--- src/rtl/fifo_pkg.sv ---
// Shared types and helpers for the configurable synchronous FIFO.
package fifo_pkg;

    typedef enum logic {
        STD_MODE  = 1'b0,
        FWFT_MODE = 1'b1
    } rd_mode_e;

    function automatic int cnt_w(input int depth);
        return $clog2(depth + 1);
    endfunction

    // Explicit wrap so non-power-of-two depths never alias.
    function automatic int unsigned ptr_next(input int unsigned ptr, input int unsigned depth);
        return (ptr == depth - 1) ? 0 : ptr + 1;
    endfunction

endpackage

--- src/rtl/fifo_sync_cfg_if.sv ---
// Producer/consumer handshake bundle for fifo_sync_cfg.
interface fifo_sync_cfg_if #(
    parameter int DATA_W = 16,
    parameter int DEPTH  = 16
);
    import fifo_pkg::*;

    localparam int CNT_W = cnt_w(DEPTH);

    logic              wr_en;
    logic [DATA_W-1:0] wr_data;
    logic              full;
    logic              almost_full;
    logic              rd_en;
    logic [DATA_W-1:0] rd_data;
    logic              rd_valid;
    logic              empty;
    logic              almost_empty;
    logic [CNT_W-1:0]  count;
    logic              overflow;
    logic              underflow;

    modport master (
        output wr_en, wr_data, rd_en,
        input  full, almost_full, rd_data, rd_valid, empty, almost_empty,
               count, overflow, underflow
    );

    modport slave (
        input  wr_en, wr_data, rd_en,
        output full, almost_full, rd_data, rd_valid, empty, almost_empty,
               count, overflow, underflow
    );

endinterface

--- src/rtl/fifo_sdp_ram.sv ---
// Simple dual-port storage: synchronous write, asynchronous read.
module fifo_sdp_ram #(
    parameter int DATA_W = 16,
    parameter int DEPTH  = 16,
    parameter int ADDR_W = $clog2(DEPTH)
) (
    input  logic              clk,
    input  logic              we,
    input  logic [ADDR_W-1:0] waddr,
    input  logic [DATA_W-1:0] wdata,
    input  logic [ADDR_W-1:0] raddr,
    output logic [DATA_W-1:0] rdata
);

    logic [DATA_W-1:0] mem [DEPTH];

    always_ff @(posedge clk) begin
        if (we) mem[waddr] <= wdata;
    end

    assign rdata = mem[raddr];

endmodule

--- src/rtl/fifo_sync_cfg.sv ---
// Single-clock FIFO with selectable FWFT/standard read, any depth >= 2,
// programmable almost flags, occupancy output and error pulses.
module fifo_sync_cfg
    import fifo_pkg::*;
#(
    parameter int DATA_W    = 16,
    parameter int DEPTH     = 16,
    parameter int FWFT      = 1,
    parameter int AF_THRESH = DEPTH - 2,
    parameter int AE_THRESH = 2
) (
    input logic            clk,
    input logic            rst,
    fifo_sync_cfg_if.slave bus
);

    localparam int       PTR_W = $clog2(DEPTH);
    localparam int       CNT_W = cnt_w(DEPTH);
    localparam rd_mode_e MODE  = (FWFT != 0) ? FWFT_MODE : STD_MODE;

    localparam logic [CNT_W-1:0] FULL_CNT = CNT_W'(DEPTH);
    localparam logic [CNT_W-1:0] AF_CNT   = CNT_W'(AF_THRESH);
    localparam logic [CNT_W-1:0] AE_CNT   = CNT_W'(AE_THRESH);

    if (DEPTH < 2) begin : g_bad_depth
        $error("fifo_sync_cfg: DEPTH must be >= 2");
    end
    if (AF_THRESH < 1 || AF_THRESH > DEPTH) begin : g_bad_af
        $error("fifo_sync_cfg: AF_THRESH must be in 1..DEPTH");
    end
    if (AE_THRESH < 0 || AE_THRESH >= DEPTH) begin : g_bad_ae
        $error("fifo_sync_cfg: AE_THRESH must be in 0..DEPTH-1");
    end

    logic [PTR_W-1:0]  wr_ptr, rd_ptr;
    logic [CNT_W-1:0]  cnt;
    logic [DATA_W-1:0] ram_q;
    logic              full, empty, wr_acc, rd_acc;

    // Flags decode registered count only; no request-to-flag path.
    assign full   = (cnt == FULL_CNT);
    assign empty  = (cnt == '0);
    assign wr_acc = bus.wr_en && !full;
    assign rd_acc = bus.rd_en && !empty;

    assign bus.full         = full;
    assign bus.empty        = empty;
    assign bus.almost_full  = (cnt >= AF_CNT);
    assign bus.almost_empty = (cnt <= AE_CNT);
    assign bus.count        = cnt;

    always_ff @(posedge clk) begin
        if (rst) begin
            wr_ptr        <= '0;
            rd_ptr        <= '0;
            cnt           <= '0;
            bus.overflow  <= 1'b0;
            bus.underflow <= 1'b0;
        end else begin
            if (wr_acc) wr_ptr <= PTR_W'(ptr_next(int'(wr_ptr), DEPTH));
            if (rd_acc) rd_ptr <= PTR_W'(ptr_next(int'(rd_ptr), DEPTH));
            if (wr_acc && !rd_acc)      cnt <= cnt + CNT_W'(1);
            else if (rd_acc && !wr_acc) cnt <= cnt - CNT_W'(1);
            bus.overflow  <= bus.wr_en && full;
            bus.underflow <= bus.rd_en && empty;
        end
    end

    fifo_sdp_ram #(
        .DATA_W (DATA_W),
        .DEPTH  (DEPTH),
        .ADDR_W (PTR_W)
    ) u_ram (
        .clk   (clk),
        .we    (wr_acc),
        .waddr (wr_ptr),
        .wdata (bus.wr_data),
        .raddr (rd_ptr),
        .rdata (ram_q)
    );

    if (MODE == FWFT_MODE) begin : g_fwft
        assign bus.rd_data  = empty ? '0 : ram_q;
        assign bus.rd_valid = !empty;
    end else begin : g_std
        logic [DATA_W-1:0] rd_q;
        logic              rd_v;

        always_ff @(posedge clk) begin
            if (rst) begin
                rd_q <= '0;
                rd_v <= 1'b0;
            end else begin
                rd_v <= rd_acc;
                if (rd_acc) rd_q <= ram_q;
            end
        end

        assign bus.rd_data  = rd_q;
        assign bus.rd_valid = rd_v;
    end

endmodule

--- src/flat_wrapper.sv ---
// flat-port wrapper written by rule: the top's interface ports become plain ports
module fifo_sync_cfg_flat import fifo_pkg::*;
#(
    parameter int DATA_W    = 16,
    parameter int DEPTH     = 16,
    parameter int FWFT      = 1,
    parameter int AF_THRESH = DEPTH - 2,
    parameter int AE_THRESH = 2
)
  (clk, rst, bus_wr_en, bus_wr_data, bus_rd_en, bus_full, bus_almost_full, bus_rd_data, bus_rd_valid, bus_empty, bus_almost_empty, bus_count, bus_overflow, bus_underflow);
  fifo_sync_cfg_if #(.DATA_W(DATA_W), .DEPTH(DEPTH)) bus_i ();
  input logic clk;
  input logic rst;
  input wire logic [$bits(bus_i.wr_en)-1:0] bus_wr_en;
  input wire logic [$bits(bus_i.wr_data)-1:0] bus_wr_data;
  input wire logic [$bits(bus_i.rd_en)-1:0] bus_rd_en;
  output wire logic [$bits(bus_i.full)-1:0] bus_full;
  output wire logic [$bits(bus_i.almost_full)-1:0] bus_almost_full;
  output wire logic [$bits(bus_i.rd_data)-1:0] bus_rd_data;
  output wire logic [$bits(bus_i.rd_valid)-1:0] bus_rd_valid;
  output wire logic [$bits(bus_i.empty)-1:0] bus_empty;
  output wire logic [$bits(bus_i.almost_empty)-1:0] bus_almost_empty;
  output wire logic [$bits(bus_i.count)-1:0] bus_count;
  output wire logic [$bits(bus_i.overflow)-1:0] bus_overflow;
  output wire logic [$bits(bus_i.underflow)-1:0] bus_underflow;
  assign bus_i.wr_en = bus_wr_en;
  assign bus_i.wr_data = bus_wr_data;
  assign bus_i.rd_en = bus_rd_en;
  assign bus_full = bus_i.full;
  assign bus_almost_full = bus_i.almost_full;
  assign bus_rd_data = bus_i.rd_data;
  assign bus_rd_valid = bus_i.rd_valid;
  assign bus_empty = bus_i.empty;
  assign bus_almost_empty = bus_i.almost_empty;
  assign bus_count = bus_i.count;
  assign bus_overflow = bus_i.overflow;
  assign bus_underflow = bus_i.underflow;
  fifo_sync_cfg #(.DATA_W(DATA_W), .DEPTH(DEPTH), .FWFT(FWFT), .AF_THRESH(AF_THRESH), .AE_THRESH(AE_THRESH)) u_core (.clk(clk), .rst(rst), .bus(bus_i));
endmodule
--- config.mk ---
export PLATFORM = sky130hd
export DESIGN_NAME = fifo_sync_cfg_flat
export DESIGN_NICKNAME = d
export VERILOG_FILES = /design/src/rtl/fifo_pkg.sv /design/src/rtl/fifo_sync_cfg_if.sv /design/src/rtl/fifo_sdp_ram.sv /design/src/rtl/fifo_sync_cfg.sv /design/src/flat_wrapper.sv
export SDC_FILE = /design/constraint.sdc
export NUM_CORES = 1
export LEC_CHECK = 0
export ABC_AREA = 0
export CAP_MARGIN = 20
export CORE_MARGIN = 1
export CORE_UTILIZATION = 50
export CTS_BUF_LIST = sky130_fd_sc_hd__clkbuf_16
export DETAILED_ROUTE_END_ITERATION = 10
export PLACE_DENSITY = 0.7
export SYNTH_ARGS = -nofsm -noshare
export SYNTH_HDL_FRONTEND = slang
export SYNTH_SLANG_ARGS = --single-unit
--- constraint.sdc ---
create_clock -name clk -period 5.8 [get_ports clk]
set_input_delay 1.16 -clock clk [delete_from_list [all_inputs] [get_ports clk]]
set_output_delay 1.16 -clock clk [all_outputs]
set_load 0.05 [all_outputs]
== Word level (Yosys, flattened, before mapping) ==
Memories as Yosys holds them, arrays and structs flattened. A register that Yosys moved wholly into a read port is not among the register bits.
Index checks and enable logic that the tools add are counted.
Operators by class
  $add $sub $neg: 4
  multipliers: 0
  div/mod/pow operators: 0
  magnitude comparators: 2
  equality and inequality tests: 3
  shifts and indexed selects: 0
  mux-type cells: 9
  bitwise operators: 0
  reductions and logical operators: 12
Operator list (count)
  $mux W16: 1
  $mux W4: 4
  $mux W5: 2
  $add A4 B1 Y4 const B: 2
  $eq A4 B4 Y1 const B: 2
  $logic_and A1 B1 Y1: 6
  $add A5 B1 Y5 const B: 1
  $eq A5 B5 Y1 const B: 1
  $ge A5 B4 Y1 const B: 1
  $le A5 B2 Y1 const B: 1
  $logic_not A5 Y1: 1
  $sub A5 B1 Y5 const B: 1
  $logic_not A1 Y1: 4
  $mux W1: 2
  $reduce_bool A2 Y1: 1
Storage, ports and cells
  bits in registers: 15
  latch bits: 0
  bits in writable memories: 256
  memory bits (read-only): 0
  bits of input ports: 20
  output and inout bits: 28
  logic and storage cells: 36
  memories: 1
Memory list
  u_core.u_ram.mem: depth 16, bits a word 16, read ports 1, clocked after memory_dff 1, wr ports 1, RTL line fifo_sdp_ram.sv:15  | logic [DATA_W-1:0] mem [DEPTH];

== Depth between registers and ports, before layout ==
  word-level depth: 7
  mapped depth: 11
  gate-level depth less buffers: 9

== By module ==
From an unflattened synthesis, not the netlist that was laid out.
Second synthesis, totals
  cells, all modules: 524
  area total of the unflattened synthesis: 10679.0 um^2
By module, submodules not included
  fifo_sdp_ram: times used 1, cells an instance 416, area each 9723.1 um^2, seq. area each 7687.4 um^2
  fifo_sync_cfg: times used 1, cells an instance 108, area each 955.9 um^2, seq. area each 300.3 um^2

== Worst setup path before layout ==
Ideal clock, no wire load.
  kind: reg-to-output
  start: reg u_core.cnt[1], in the netlist u_core.bus.count[1]
  end: out bus_almost_empty
  arrival time: 3089 ps
  data required time: 4640 ps
  path slack: 1551 ps
  cell stages (with the launch flop): 2
  path buffers: 0
  cells stage by stage: dfxtp_1 > a2111oi_0
On the way
  cells in the longest elaborated chain, start to end: 1
Ends and longest elaborated chain
  start: declaration: RTL line fifo_sync_cfg.sv:36  | logic [CNT_W-1:0] cnt;
  start signal: assignment: RTL line fifo_sync_cfg.sv:62  | if (wr_acc && !rd_acc) cnt <= cnt + CNT_W'(1);
  start signal: assignment: RTL line fifo_sync_cfg.sv:63  | else if (rd_acc && !wr_acc) cnt <= cnt - CNT_W'(1);
  $le A5 B2 Y1: RTL line fifo_sync_cfg.sv:49  | assign bus.almost_empty = (cnt <= AE_CNT);
  end: declaration: RTL line flat_wrapper.sv:22  | output wire logic [$bits(bus_i.almost_empty)-1:0] bus_almost_empty;
No other way between the ends.

==> flow_summary.json <==
{
  "p_leak_nw": 4.00,
  "synth.area.mux_share_pct": 16.9,
  "synthAdderAreaFrac_pct": 1.23,
  "synth_cells": 527,
  "die_area_mm2": 0.0222,
  "yosys.area.top_type": "edfxtp_1",
  "seq_area_mm2": 0.00807,
  "cp.required_ns": 4.64,
  "ys_async_sr_fraction_pct": 0,
  "worst_r2r_path_depth": 9,
  "holdPathStages": 2,
  "die_x_um": 149,
  "yosys_warnings": 0,
  "grt_pass1_vias": 5640,
  "cts_made_buffers": 28,
  "end_kind": "output port",
  "postCtsSetupRepairBufs": 0,
  "regToRegSetupSlack_ns": 2.75,
  "grt_pass1_wl_um": 33700,
  "fp-row-count": 53,
  "drt_iter0_drc": 436,
  "gp_congestion": 0.753,
  "seq_area_frac_synth_pct": 74.6,
  "routedWlPerCell_um": 24.4,
  "antennaDiodeCount": 0,
  "grt.overflow.total": 0,
  "n_fill_cell": 1531,
  "synth_top_family_by_area": "multiplexers",
  "critical_path.max_fanout": 55,
  "min_from": "u_core.rd_ptr[1]$_SDFFE_PP0N_",
  "die_h_um": 149,
  "synth.most_common_cell": "edfxtp_1",
  "utilization_pct": 59.7,
  "rsz0062_at_grt": "no",
  "core-area_mm2": 0.0211,
  "grt_max_degree": 56,
  "vias": 5251,
  "viasPerCell": 5.87,
  "cts_tree": "yes",
  "cts_resized": 0,
  "hold_violations": 0,
  "grt_use_total_pct": 20.9,
  "fin_setup_tns_ns": 0,
  "irDropWorstVdd_uv": 409,
  "clock_skew_ns": 0.0123,
  "synth.distinct_cells": 41,
  "path_buf_inv": 1,
  "slowest_delay_ns": 0.98,
  "layout-drive-gt1-share_pct": 26.3,
  "synth-compound-area-share_pct": 2.82,
  "synth_area_mm2": 0.0108,
  "drtPass1Iterations": 4,
  "htreeDepth": 1,
  "slew_headroom_pct": 28.2,
  "root_buffer": "clkbuf_16",
  "initial_core_util_pct": 51.3,
  "route.detailed.drc": 0,
  "synth.top_cells.by_count": "256 x edfxtp_1, 64 x mux4_2, 25 x nor2_1",
  "synth-seq-cells": 275,
  "clock_latency_ns": 0.53,
  "tightest_slew_ns": 1.08,
  "crit_family": "flip-flops",
  "cts_hold_buf": 0,
  "synth_xor_area_share_pct": 0.324,
  "crit_chain": "mux4_2 -> mux2_2 -> o21ai_0 -> a21oi_1 -> clkdlybuf4s50_1",
  "cp_data_arrival_time_ns": 3.50,
  "drv_slew": 0,
  "fmax_ghz": 0.214,
  "worstSetupStartpointType": "flip-flop",
  "outcome": "finished, final reports clean",
  "synth_top_flop_cell": "edfxtp_1",
  "finalSetupViolations": 0,
  "nets": 628,
  "synth_enable_flop_cells": 256,
  "syn_nets": 557,
  "io_pins": 48,
  "post-route-period-util_pct": 80.4,
  "hp-class": "reg -> reg",
  "antenna_found_initial": 0,
  "p_per_area_mw_per_mm2": 432,
  "reg2reg_to": "u_core.bus.count[4]$_SDFFE_PP0P_",
  "worstSetupPathType": "reg -> out",
  "avgSynthCellArea_um2": 20.5,
  "cts.sinks": 275,
  "clk_pin_slew_ns": 0.06,
  "synthTopCellsByArea": "edfxtp_1 71%, mux4_2 13%, dfxtp_1 3.5%",
  "multiInputGateArea_mm2": 0.00260,
  "cts.path.max_buffers": 3,
  "slowest_stage": "dfxtp_4",
  "hpwlAfterDp_um": 13100,
  "drv_cap": 0,
  "syn2layout_area_growth_pct": 16.4,
  "drt.antenna.violating_nets": 0,
  "timing.rr.start": "u_core.bus.count[0]$_SDFFE_PP0P_",
  "io_buffers": 47,
  "period_minus_slack_ns": 4.66,
  "synth_top_area_share_pct": 71.1,
  "synth-simple-area-share_pct": 2.36,
  "wl_um": 21800
}
-- power breakdown --
part	total (mW)	internal, mW	switching [mW]
Sequential	2.34	2.24	0.0923
Clock	1.73	1.03	0.703
Combinational	1.37	0.553	0.816
-- sequential cells by signal (all words and copies together), names as in the netlist, named ones only --
signal / flops
u_core.bus.count: 5
u_core.bus.overflow: 1
u_core.bus.underflow: 1
u_core.rd_ptr: 4
u_core.u_ram.mem: 256
u_core.wr_ptr: 4
-- worst register-to-register path: cells and delay by family (launching register included) --
family                     cells  cell delay [ns]
AOI/OAI and AO/OA              4             0.86
muxes                          1             0.35
and+or+nand+nor                1             0.62
buffers and inverters          1             0.16
DFF                            1             0.39
adders and majority gates      2             0.55
-- layout by cell type (no fill, tap or decap), types with 7 or more instances in the layout --
cell type,Yosys,final
clkbuf_16,0,29
dfxtp_1,19,16
clkdlybuf4s50_1,0,47
edfxtp_1,256,256
clkinv_1,0,7
inv_1,6,13
o21ai_1,9,9
a21oi_1,21,21
buf_4,2,19
ha_1,9,9
mux2_2,17,17
nor2_1,25,14
nor2_2,0,11
mux4_2,64,64
nand2_1,7,7
mux2i_1,19,19
o21ai_0,8,8
-- worst max-delay path by stage --
stage,endpoint,depth (start not counted)
2_1_floorplan,bus_almost_empty,1
3_3_place_gp,bus_rd_data[4],5
3_5_place_dp,bus_rd_data[4],5
4_1_cts,bus_rd_data[4],5
5_1_grt,bus_rd_data[10],5
6_report,bus_rd_data[4],5
-- logic make-up after synthesis --
group	Yosys count
and+or+nand+nor	52
adders and majority gates	10
xor gates and xnor gates	4
DFF	275
buffers and inverters	34
muxes	100
AOI/OAI and AO/OA	52
-- layout make-up --
class | instances | area share (%)
Tap cell | 275 | 2.73
Clock buffer | 29 | 5.76
Timing Repair Buffer | 69 | 5.23
Sequential cell | 275 | 64.1
Inverter | 6 | 0.179
Multi-Input combinational cell | 218 | 20.6
Clock inverter | 22 | 1.35
-- through the flow --
stage          hold slack [ns]  setup WS (ns)  power, mW  instances  area, um2
4_1_cts                  0.494           1.04       5.48        894      12600
3_3_place_gp             0.474           1.65       3.73        840      11700
6_report                 0.500           1.14       5.44        894      12600
3_5_place_dp             0.484           1.62       3.75        843      11700
5_1_grt                  0.512          0.942       5.64        894      12600
2_1_floorplan            0.463           1.55       3.35        527      10800
-- routing by layer --
metal | routed length (um) | GRT usage [%] | up-vias
li1 | - | - | 2310
met5 | 0 | 0 | -
met2 | 11000 | 35.4 | 153
met3 | 1100 | 3.24 | 44
met4 | 583 | 6.43 | 0
met1 | 9140 | 28.0 | 2744
(Power assumes the default switching activity.)
